`config.mk`:
```
export PLATFORM = sky130hd
export DESIGN_NAME = lbp_update_gen
export DESIGN_NICKNAME = d
export VERILOG_FILES = /design/src/rtl/lbp_update_gen.sv
export SDC_FILE = /design/constraint.sdc
export NUM_CORES = 1
export LEC_CHECK = 0
export BUFFER_PORTS_ARGS = -buffer_cell sky130_fd_sc_hd__buf_2
export CAP_MARGIN = 20
export CORE_MARGIN = 2
export CORE_UTILIZATION = 59
export DETAILED_ROUTE_END_ITERATION = 8
export PLACE_DENSITY_LB_ADDON = 0.2
export RECOVER_POWER = 100
export SKIP_LAST_GASP = 1
export SLEW_MARGIN = 15
export SYNTH_ARGS = -nofsm -noshare
export SYNTH_HDL_FRONTEND = slang
export SYNTH_SLANG_ARGS = --single-unit
```
`constraint.sdc`:
```
create_clock -name clk_i -period 5.6 [get_ports clk_i]
set_input_delay 0.84 -clock clk_i [delete_from_list [all_inputs] [get_ports clk_i]]
set_output_delay 0.84 -clock clk_i [all_outputs]
set_load 0.03 [all_outputs]
```
`src/rtl/lbp_update_gen.sv`:
```
// lbp_update_gen: builds bht_update words for the local branch predictor.
// Records frontend predictions in an in-order queue and pairs each one with
// the resolution from execute, producing a one-cycle update and mispredict flag.
//
// Ports:
//   clk_i, rst_ni            clock, asynchronous active-low reset
//   flush_bp_i               synchronous queue flush; blocks same-cycle push/resolve
//   debug_mode_i             blocks pushes, forces update valid and mispredict to 0
//   push_valid_i/ready_o     frontend record handshake (ready is combinational)
//   push_pc_i/taken_i/index_i  predicted branch PC, direction, metadata index
//   resolve_valid_i/pc_i/taken_i  resolution of the oldest branch
//   bht_update_o             registered {valid, pc, taken, index}
//   mispredict_o, orphan_o   registered one-cycle pulses
//   occupancy_o              current record count
module lbp_update_gen #(
  parameter int unsigned VLEN     = 32,
  parameter int unsigned IDX_BITS = 8,
  parameter int unsigned DEPTH    = 8
) (
  input  logic                         clk_i,
  input  logic                         rst_ni,
  input  logic                         flush_bp_i,
  input  logic                         debug_mode_i,
  input  logic                         push_valid_i,
  output logic                         push_ready_o,
  input  logic [VLEN-1:0]              push_pc_i,
  input  logic                         push_taken_i,
  input  logic [IDX_BITS-1:0]          push_index_i,
  input  logic                         resolve_valid_i,
  input  logic [VLEN-1:0]              resolve_pc_i,
  input  logic                         resolve_taken_i,
  output logic [VLEN+IDX_BITS+1:0]     bht_update_o,
  output logic                         mispredict_o,
  output logic                         orphan_o,
  output logic [$clog2(DEPTH+1)-1:0]   occupancy_o
);

  localparam int unsigned PW = $clog2(DEPTH);
  localparam int unsigned CW = $clog2(DEPTH+1);
  localparam int unsigned UW = VLEN + IDX_BITS + 2;
  localparam logic [CW-1:0] DEPTH_C = CW'(DEPTH);

  typedef struct packed {
    logic [VLEN-1:0]     pc;
    logic                taken;
    logic [IDX_BITS-1:0] idx;
  } rec_t;

  rec_t          mem_q [DEPTH];
  rec_t          head_rec;
  logic [PW-1:0] head_q, head_d, tail_q, tail_d;
  logic [CW-1:0] count_q, count_d;
  logic [UW-1:0] upd_q, upd_d;
  logic          mis_q, mis_d;
  logic          orph_q, orph_d;
  logic          push_acc;

  assign head_rec     = mem_q[head_q];
  assign push_ready_o = (count_q < DEPTH_C) && !debug_mode_i && !flush_bp_i;
  assign push_acc     = push_valid_i && push_ready_o;

  always_comb begin
    head_d  = head_q;
    tail_d  = tail_q;
    count_d = count_q;
    upd_d   = '0;
    mis_d   = 1'b0;
    orph_d  = 1'b0;
    if (flush_bp_i) begin
      head_d  = '0;
      tail_d  = '0;
      count_d = '0;
    end else begin
      if (resolve_valid_i) begin
        if (count_q == '0) begin
          orph_d = 1'b1;
        end else if (head_rec.pc == resolve_pc_i) begin
          head_d  = head_q + PW'(1);
          count_d = count_q - CW'(1);
          upd_d   = {!debug_mode_i, head_rec.pc, resolve_taken_i, head_rec.idx};
          mis_d   = (head_rec.taken ^ resolve_taken_i) & !debug_mode_i;
        end else begin
          // Resync: drop everything; a same-cycle push lands at tail_q,
          // which becomes the new head.
          orph_d  = 1'b1;
          head_d  = tail_q;
          count_d = '0;
        end
      end
      if (push_acc) begin
        tail_d  = tail_q + PW'(1);
        count_d = count_d + CW'(1);
      end
    end
  end

  always_ff @(posedge clk_i or negedge rst_ni) begin
    if (!rst_ni) begin
      head_q  <= '0;
      tail_q  <= '0;
      count_q <= '0;
      upd_q   <= '0;
      mis_q   <= 1'b0;
      orph_q  <= 1'b0;
    end else begin
      head_q  <= head_d;
      tail_q  <= tail_d;
      count_q <= count_d;
      upd_q   <= upd_d;
      mis_q   <= mis_d;
      orph_q  <= orph_d;
    end
  end

  always_ff @(posedge clk_i) begin
    if (push_acc) begin
      mem_q[tail_q] <= {push_pc_i, push_taken_i, push_index_i};
    end
  end

  assign bht_update_o = upd_q;
  assign mispredict_o = mis_q;
  assign orphan_o     = orph_q;
  assign occupancy_o  = count_q;

endmodule

```
==> metrics.md, run 1 <==
| Metric | Value |
|---|---|
| Asr flop ratio synth | 0.141 |
| Final ANT Viol Nets | 0 |
| Full die area | 26300 sq um |
| Cell variety after synth | 47 |
| Hold Crit Start | debug_mode_i |
| Synthesized area | 14800 sq um |
| Row count | 57 |
| Outcome | finished, violations left |
| Synth area leaders | edfxtp_1 67%, dfrtp_1 9.2%, mux4_2 9.0%, mux2i_1 4.4%, xor2_1 1.7% |
| First-pass GRT wire length | 47500 microns |
| CP startpoint | head_q[1]$_DFFE_PN0P_ |
| CTS tree | done |
| Final setup violation count | 0 |
| Syn Nets | 855 |
| DR pass1 iterations | 7 |
| DR vias/cell | 5.96 |
| Area growth syn-to-layout | 14.8% |
| Top FF cell, synth | edfxtp_1 |
| VDD IR max | 0.000246 V |
| # port buffers | 128 |
| Final Max Tran Viols | 203 |
| Initial DRC count | 679 |
| Register bit total from synthesis | 382 |
| Die H | 162 microns |
| CP Max Fanout | 31 |
| CP bufs+invs | 2 |
| Via count | 7650 |
| Layout cell share with drive strength beyond 1 | 0.189 |
| Final Hold Viols | 0 |
| RSZ-0062 raised after global routing | false |
| Relative slew slack | -1.20 |
| H-tree depth | 2 |
| Post-DP HPWL | 19200 microns |
| Xor-xnor portion of the synthesized cell area | 0.0190 |
| Min cycle time layout | 4790 ps |
| Grt ovf | 0 |
| Syn_area_per_cell | 19.1 sq um |
| Worst r2r path cells | 10 |
| Clock Pin Slew Worst Setup and Hold Paths | 60 ps |
| Post-Synth Adder-Cell Area | 0.00339 |
| Pwr/cell area | 351 nW/um^2 |
| Worst-skew pair later-pin latency | 520 ps |
| Crit-path slowest cell | dfrtp_4 |
| Core Footprint | 24500 sq um |
| Critical Path RT | 6040 ps |
| Seq/Total Area, Yosys | 0.759 |
| Synth Area in Compound Gates | 0.0266 |
| Die W | 162 microns |
| Mux contribution to synthesized area | 0.135 |
| Final worst path period share | 0.856 |
| ANT cells | 0 |
| Leakage | 5.78 nW |
| IO Pins | 129 |
| Postcts setup bufs | 0 |
| DRC violations left | 0 |
| CTS sink count | 382 |
| CP Class | reg -> reg |
| WP data arrival | 5230 ps |
| Final core utilization | 0.692 |
| Measured slew at the worst slew-check pin | 3300 ps |
| Routability Congestion | 0.784 |
| Root buf cell | clkbuf_16 |
| Synth Warn # | 0 |
| Starting density of the core | 0.603 |
| Fin nets | 1014 |
| WL final | 31600 microns |
| Number of global-route vias before repair | 7933 |
| Max cap viols | 8 |
| Post-Synth Simple-Gate Area | 0.0422 |
| Post-CTS Resized | 0 |
| Crit start category | flop |
| R2r setup slk | 810 ps |
| Worst-path cell chain | clkbuf_2 -> mux4_2 -> mux2i_1 -> xor2_1 -> nand4_1 -> nor4_2 -> nand2_2 -> or2_2 -> buf_4 -> nor2_1 |
| Post-Synthesis Cells | 771 |
| FF-to-FF Start | head_q[1]$_DFFE_PN0P_ |
| Total GRT Usage | 0.247 |
| Slowest cell delay on critical path | 790 ps |
| Worst setup EP type | flop |
| Hold/Removal Path Class | in -> reg |
| Leading area contributor after synthesis | edfxtp_1 |
| Top cell type's share of synthesized area | 0.668 |
| Largest net degree at the start of global routing | 55 |
| Avg WL per Cell | 24.6 microns |
| TNS Setup | 0 ps |
| Crit. path cell count | 10 |
| Highest clock rate | 0.209 GHz |
| Antenna violations before repair | 0 |
| Hold path cells | 2 |
| CTS Buffer Depth | 3 |
| Hold-fix buffers, CTS | 0 |
| Top delay family on crit path | simple AND/OR/NAND/NOR gates |
| Failing checks | capacitance limit, slew limit |
| Final Skew | 13.8 ps |
| Largest family of logic cells by synthesized area | multiplexers |
| EDFF count, synth | 328 |
| Inserted Clock Buffers | 38 |
## worst reg2reg max path, stage by stage (launching register included)
cell and delay [ps]:
dfrtp_4 790, clkbuf_2 780, mux4_2 620, mux2i_1 220, xor2_1 210, nand4_1 150, nor4_2 600, nand2_2 290
or2_2 560, buf_4 340, nor2_1 160
## placed cells by master (no fill, tap or decap), types with 8 or more instances in the layout
master,count
nor2_1,46
edfxtp_1,328
dfrtp_1,51
mux2i_1,65
mux4_2,59
xor2_1,28
nand2_1,38
o21ai_0,8
clkbuf_1,107
clkbuf_16,39
a21oi_1,10
buf_4,11
buf_2,37
a22oi_1,18
nor3_1,9
clkbuf_8,8
## through the flow
stage	area (sq um)	hold WS, ps	std cells	total power, mW	worst slack [ps]
2_1_floorplan	14800	506	771	3.27	153
3_3_place_gp	15900	550	1214	3.36	1140
3_5_place_dp	15900	574	1214	3.37	1060
4_1_cts	17200	517	1283	5.98	1040
5_1_grt	16900	515	1283	6.10	471
6_report	16900	532	1283	5.94	807
## synth_stat cells, types with 3 or more instances
master    count
a21oi_2       8
a22o_1        4
a22oi_1      18
and2_1        3
buf_1         5
buf_2        12
buf_4         4
buf_6         4
clkbuf_1     10
dfrtp_1      54
edfxtp_1    328
ha_1          4
inv_1         7
mux2i_1      65
mux4_2       59
nand2_1      38
nand2b_1      6
nand3_1       6
nand4_1       5
nor2_1       46
nor2b_1       5
nor3_1        8
o21ai_0       8
o21ai_1       7
xnor2_1       4
xor2_1       28
## metal layers
metal / GRT usage / up-vias / share of wire
met5: 0 / - / 0
met4: 0.0688 / 0 / 0.018
met3: 0.0419 / 45 / 0.071
met2: 0.403 / 308 / 0.50
met1: 0.354 / 3939 / 0.41
li1: - / 3358 / -
## path summary, 6_finish.rpt
check                                             end
min                        bht_update_o[41]$_DFF_PN0_
max                        bht_update_o[18]$_DFF_PN0_
min in group asynchronous    occupancy_o[1]$_DFF_PN0_
max reg2reg                bht_update_o[18]$_DFF_PN0_
min reg2reg                     tail_q[0]$_DFFE_PN0P_
max in group asynchronous       head_q[2]$_DFFE_PN0P_
## final cells by class
cell class,count,area (sq um)
clock buffers,51,1100
fillers,1647,7520
well taps,324,405
inverters,7,26.3
flip-flops and latches,382,11200
repair buffers,154,669
clock inverters,18,224
multi-input cells,347,3300
## cell families (layout without fill, tap and decap cells)
family	Yosys count	after routing
DFF	382	382
muxes	125	125
buffers and inverters	42	230
adders and majority gates	4	4
and+or+nand+nor	131	131
AOI/OAI and AO/OA	55	55
xor gates and xnor gates	32	32
## power by group
part	internal, mW	switching, mW
registers	3.11	0.00984
logic	0.0626	0.119
clock network	1.61	1.02
total	4.79	1.15
## flip-flops by register name (all words and copies together), names as in the netlist
register / cells
tail_q: 3
head_q: 3
mispredict_o: 1
orphan_o: 1
occupancy_o: 4
bht_update_o: 42
mem_q: 328
(Power assumes the default switching activity.)
==> run 2, diff against run 1 <==
--- a/config.mk
+++ b/config.mk
@@ -7,6 +7,7 @@
 export LEC_CHECK = 0
 export BUFFER_PORTS_ARGS = -buffer_cell sky130_fd_sc_hd__buf_2
 export CAP_MARGIN = 20
+export CORE_ASPECT_RATIO = 0.6
 export CORE_MARGIN = 2
 export CORE_UTILIZATION = 59
 export DETAILED_ROUTE_END_ITERATION = 8
==> run 2 against run 1 <==
  * The run still ends with capacitance limit, slew limit left
  * Routed wire length grew 1.0%
  * Global-route usage grew 0.48 points
  * Clock power shrank 9.1%
  * Maximum frequency shrank 2.9%
  * Hold slack lost 4.5 ps
  * Via count grew 0.30%
  * Clock-buffer cell count grew 2
  * Combinational power is essentially flat
  * Cell count shrank 0.23%
  * Highest routed layer unchanged
==> metrics.md, run 2 (synthesis gave the netlist of run 1 again) <==
| Metric | Value |
|---|---|
| Initial DRC count | 695 |
| Postcts setup bufs | 0 |
| Crit start category | input port |
| CTS tree | done |
| Met3 wire len | 2360 microns |
| Net Sw Power | 1.13 mW |
| Reg power frac | 0.546 |
| Hold-fix buffers, CTS | 0 |
| Final Max Tran Viols | 243 |
| Fin nets | 1013 |
| FF-to-FF End | bht_update_o[17]$_DFF_PN0_ |
| Hold Crit Start | debug_mode_i |
| # port buffers | 128 |
| CTS Buffer Depth | 3 |
| Met2 wire len | 15100 microns |
| H-tree depth | 2 |
| Highest clock rate | 0.202 GHz |
| FF-to-FF Start | head_q[1]$_DFFE_PN0P_ |
| Routed length on met1 | 13900 microns |
| Comb power frac | 0.032 |
| Largest net degree at the start of global routing | 55 |
| CP Class | in -> reg |
| DR pass1 iterations | 5 |
| Die W | 208 microns |
| Commonest non-fill, non-tap cell in the layout | edfxtp_1 |
| Measured slew at the worst slew-check pin | 3260 ps |
| Full die area | 26300 sq um |
| Hold/Removal Path Class | in -> reg |
| Largest Register | mem_q |
| Max cap viols | 9 |
| Top Metal Used | met4 |
| Sw frac | 0.199 |
| DRC violations left | 0 |
| Leakage | 5.72 nW |
| Die H | 126 microns |
| Number of global-route vias before repair | 7920 |
| Relative slew slack | -1.18 |
| Dpl ws | 1030 ps |
| Grt ovf | 0 |
| IO Pins | 129 |
| Worst setup EP type | flop |
| Row count | 44 |
| Placed inst area | 15900 sq um |
| Hold slack | 527 ps |
| Final worst path period share | 0.882 |
| Via count | 7673 |
| CP startpoint | flush_bp_i |
| Min cycle time layout | 4940 ps |
| P_int | 4.57 mW |
| TNS Setup | 0 ps |
| Critical Path RT | 5730 ps |
| Worst-skew pair later-pin latency | 530 ps |
| VDD IR max | 0.000246 V |
| Post-CTS Resized | 0 |
| WP data arrival | 5070 ps |
| RSZ-0062 raised after global routing | false |
| Max reg flops | 328 |
| R2r setup slk | 690 ps |
| Failing checks | capacitance limit, slew limit |
| Avg WL per Cell | 24.9 microns |
| Post-DP HPWL | 19600 microns |
| Layout cell share with drive strength beyond 1 | 0.179 |
| # placed instances | 1213 |
| WL final | 31900 microns |
| Total GRT Usage | 0.252 |
| Worst r2r path cells | 11 |
| CTS sink count | 382 |
| Antenna violations before repair | 1 |
| Final Hold Viols | 0 |
| Critical path capture point | mem_q[5][39]$_DFFE_PP_ |
| Commonest non-fill, non-tap cells in the layout | 328 x edfxtp_1, 115 x clkbuf_1, 65 x mux2i_1, 59 x mux4_2, 51 x dfrtp_1 |
| Area growth syn-to-layout | 14.0% |
| Routability Congestion | 0.831 |
| DR vias/cell | 5.99 |
| Root buf cell | clkbuf_16 |
| Final Skew | 21.7 ps |
| Core Footprint | 24400 sq um |
| Final setup violation count | 0 |
| Final WS setup | 662 ps |
| Starting density of the core | 0.605 |
| CP Max Fanout | 20 |
| Post-Layout Inst Area | 16800 sq um |
| Final ANT Viol Nets | 0 |
| Fillcell total | 1615 |
| Clk pwr share | 0.421 |
| Post-layout instance count excluding filler cells | 1280 |
| Inserted Clock Buffers | 35 |
| First-pass GRT wire length | 48500 microns |
| Outcome | finished, violations left |
| Clock Pin Slew Worst Setup and Hold Paths | 60 ps |
| Pwr/cell area | 339 nW/um^2 |
run 2: changes by cell type in the layout (fill, tap and decap cells not counted), sizes merged:
| cell | previous run | this run |
|---|---|---|
| inv | 8 | 9 |
| diode | 0 | 2 |
| bufinv | 5 | 3 |
| clkbuf | 157 | 158 |
| clkinvlp | 3 | 0 |
| buf | 48 | 51 |
| clkinv | 9 | 6 |
run 2: layer usage:
layer	global-route usage	vias to the layer above
li1	-	3354
met1	0.374	3990
met2	0.391	280
met3	0.0525	49
met4	0.0656	0
met5	0	-
run 2: worst max-delay path: stages:
cell and delay [ps]:
clkbuf_1 220, nor3_1 290, and2_0 540, nand2_1 250, nor2_1 1950, clkbuf_1 960
run 2: worst min path at each step:
| stage | endpoint | slack [ps] | cells after the start |
|---|---|---|---|
| 3_5_place_dp | tail_q[0]$_DFFE_PN0P_ | 580 | 2 |
| 6_report | bht_update_o[41]$_DFF_PN0_ | 530 | 2 |
| 3_3_place_gp | tail_q[0]$_DFFE_PN0P_ | 560 | 2 |
| 4_1_cts | bht_update_o[24]$_DFF_PN0_ | 480 | 2 |
| 2_1_floorplan | tail_q[0]$_DFFE_PN0P_ | 510 | 2 |
| 5_1_grt | bht_update_o[41]$_DFF_PN0_ | 540 | 2 |
run 2: power by group through the flow:
stage          clock, mW  combinational (mW)  sequential, mW
6_report            2.40               0.185            3.12
5_1_grt             2.56               0.203            3.12
4_1_cts             2.44               0.194            3.12
3_5_place_dp           0               0.192            3.18
3_3_place_gp           0               0.184            3.18
2_1_floorplan          0              0.0860            3.18
run 2: cell type report:
| type | count | area, sq um | area share |
|---|---|---|---|
| Sequential cell | 382 | 11200 | 0.666 |
| Timing Repair Buffer | 156 | 712 | 0.0423 |
| Antenna cell | 2 | 5.00 | 0.000298 |
| Multi-Input combinational cell | 347 | 3300 | 0.196 |
| Inverter | 7 | 26.3 | 0.00156 |
| Tap cell | 322 | 403 | 0.0240 |
| Clock inverter | 11 | 148 | 0.00878 |
| Clock buffer | 53 | 1010 | 0.0603 |
run 2: per-stage QoR:
step            util  power (mW)
3_3_place_gp   0.652        3.36
4_1_cts        0.700        5.75
3_5_place_dp   0.652        3.37
6_report       0.690        5.71
2_1_floorplan      -        3.27
5_1_grt        0.689        5.88
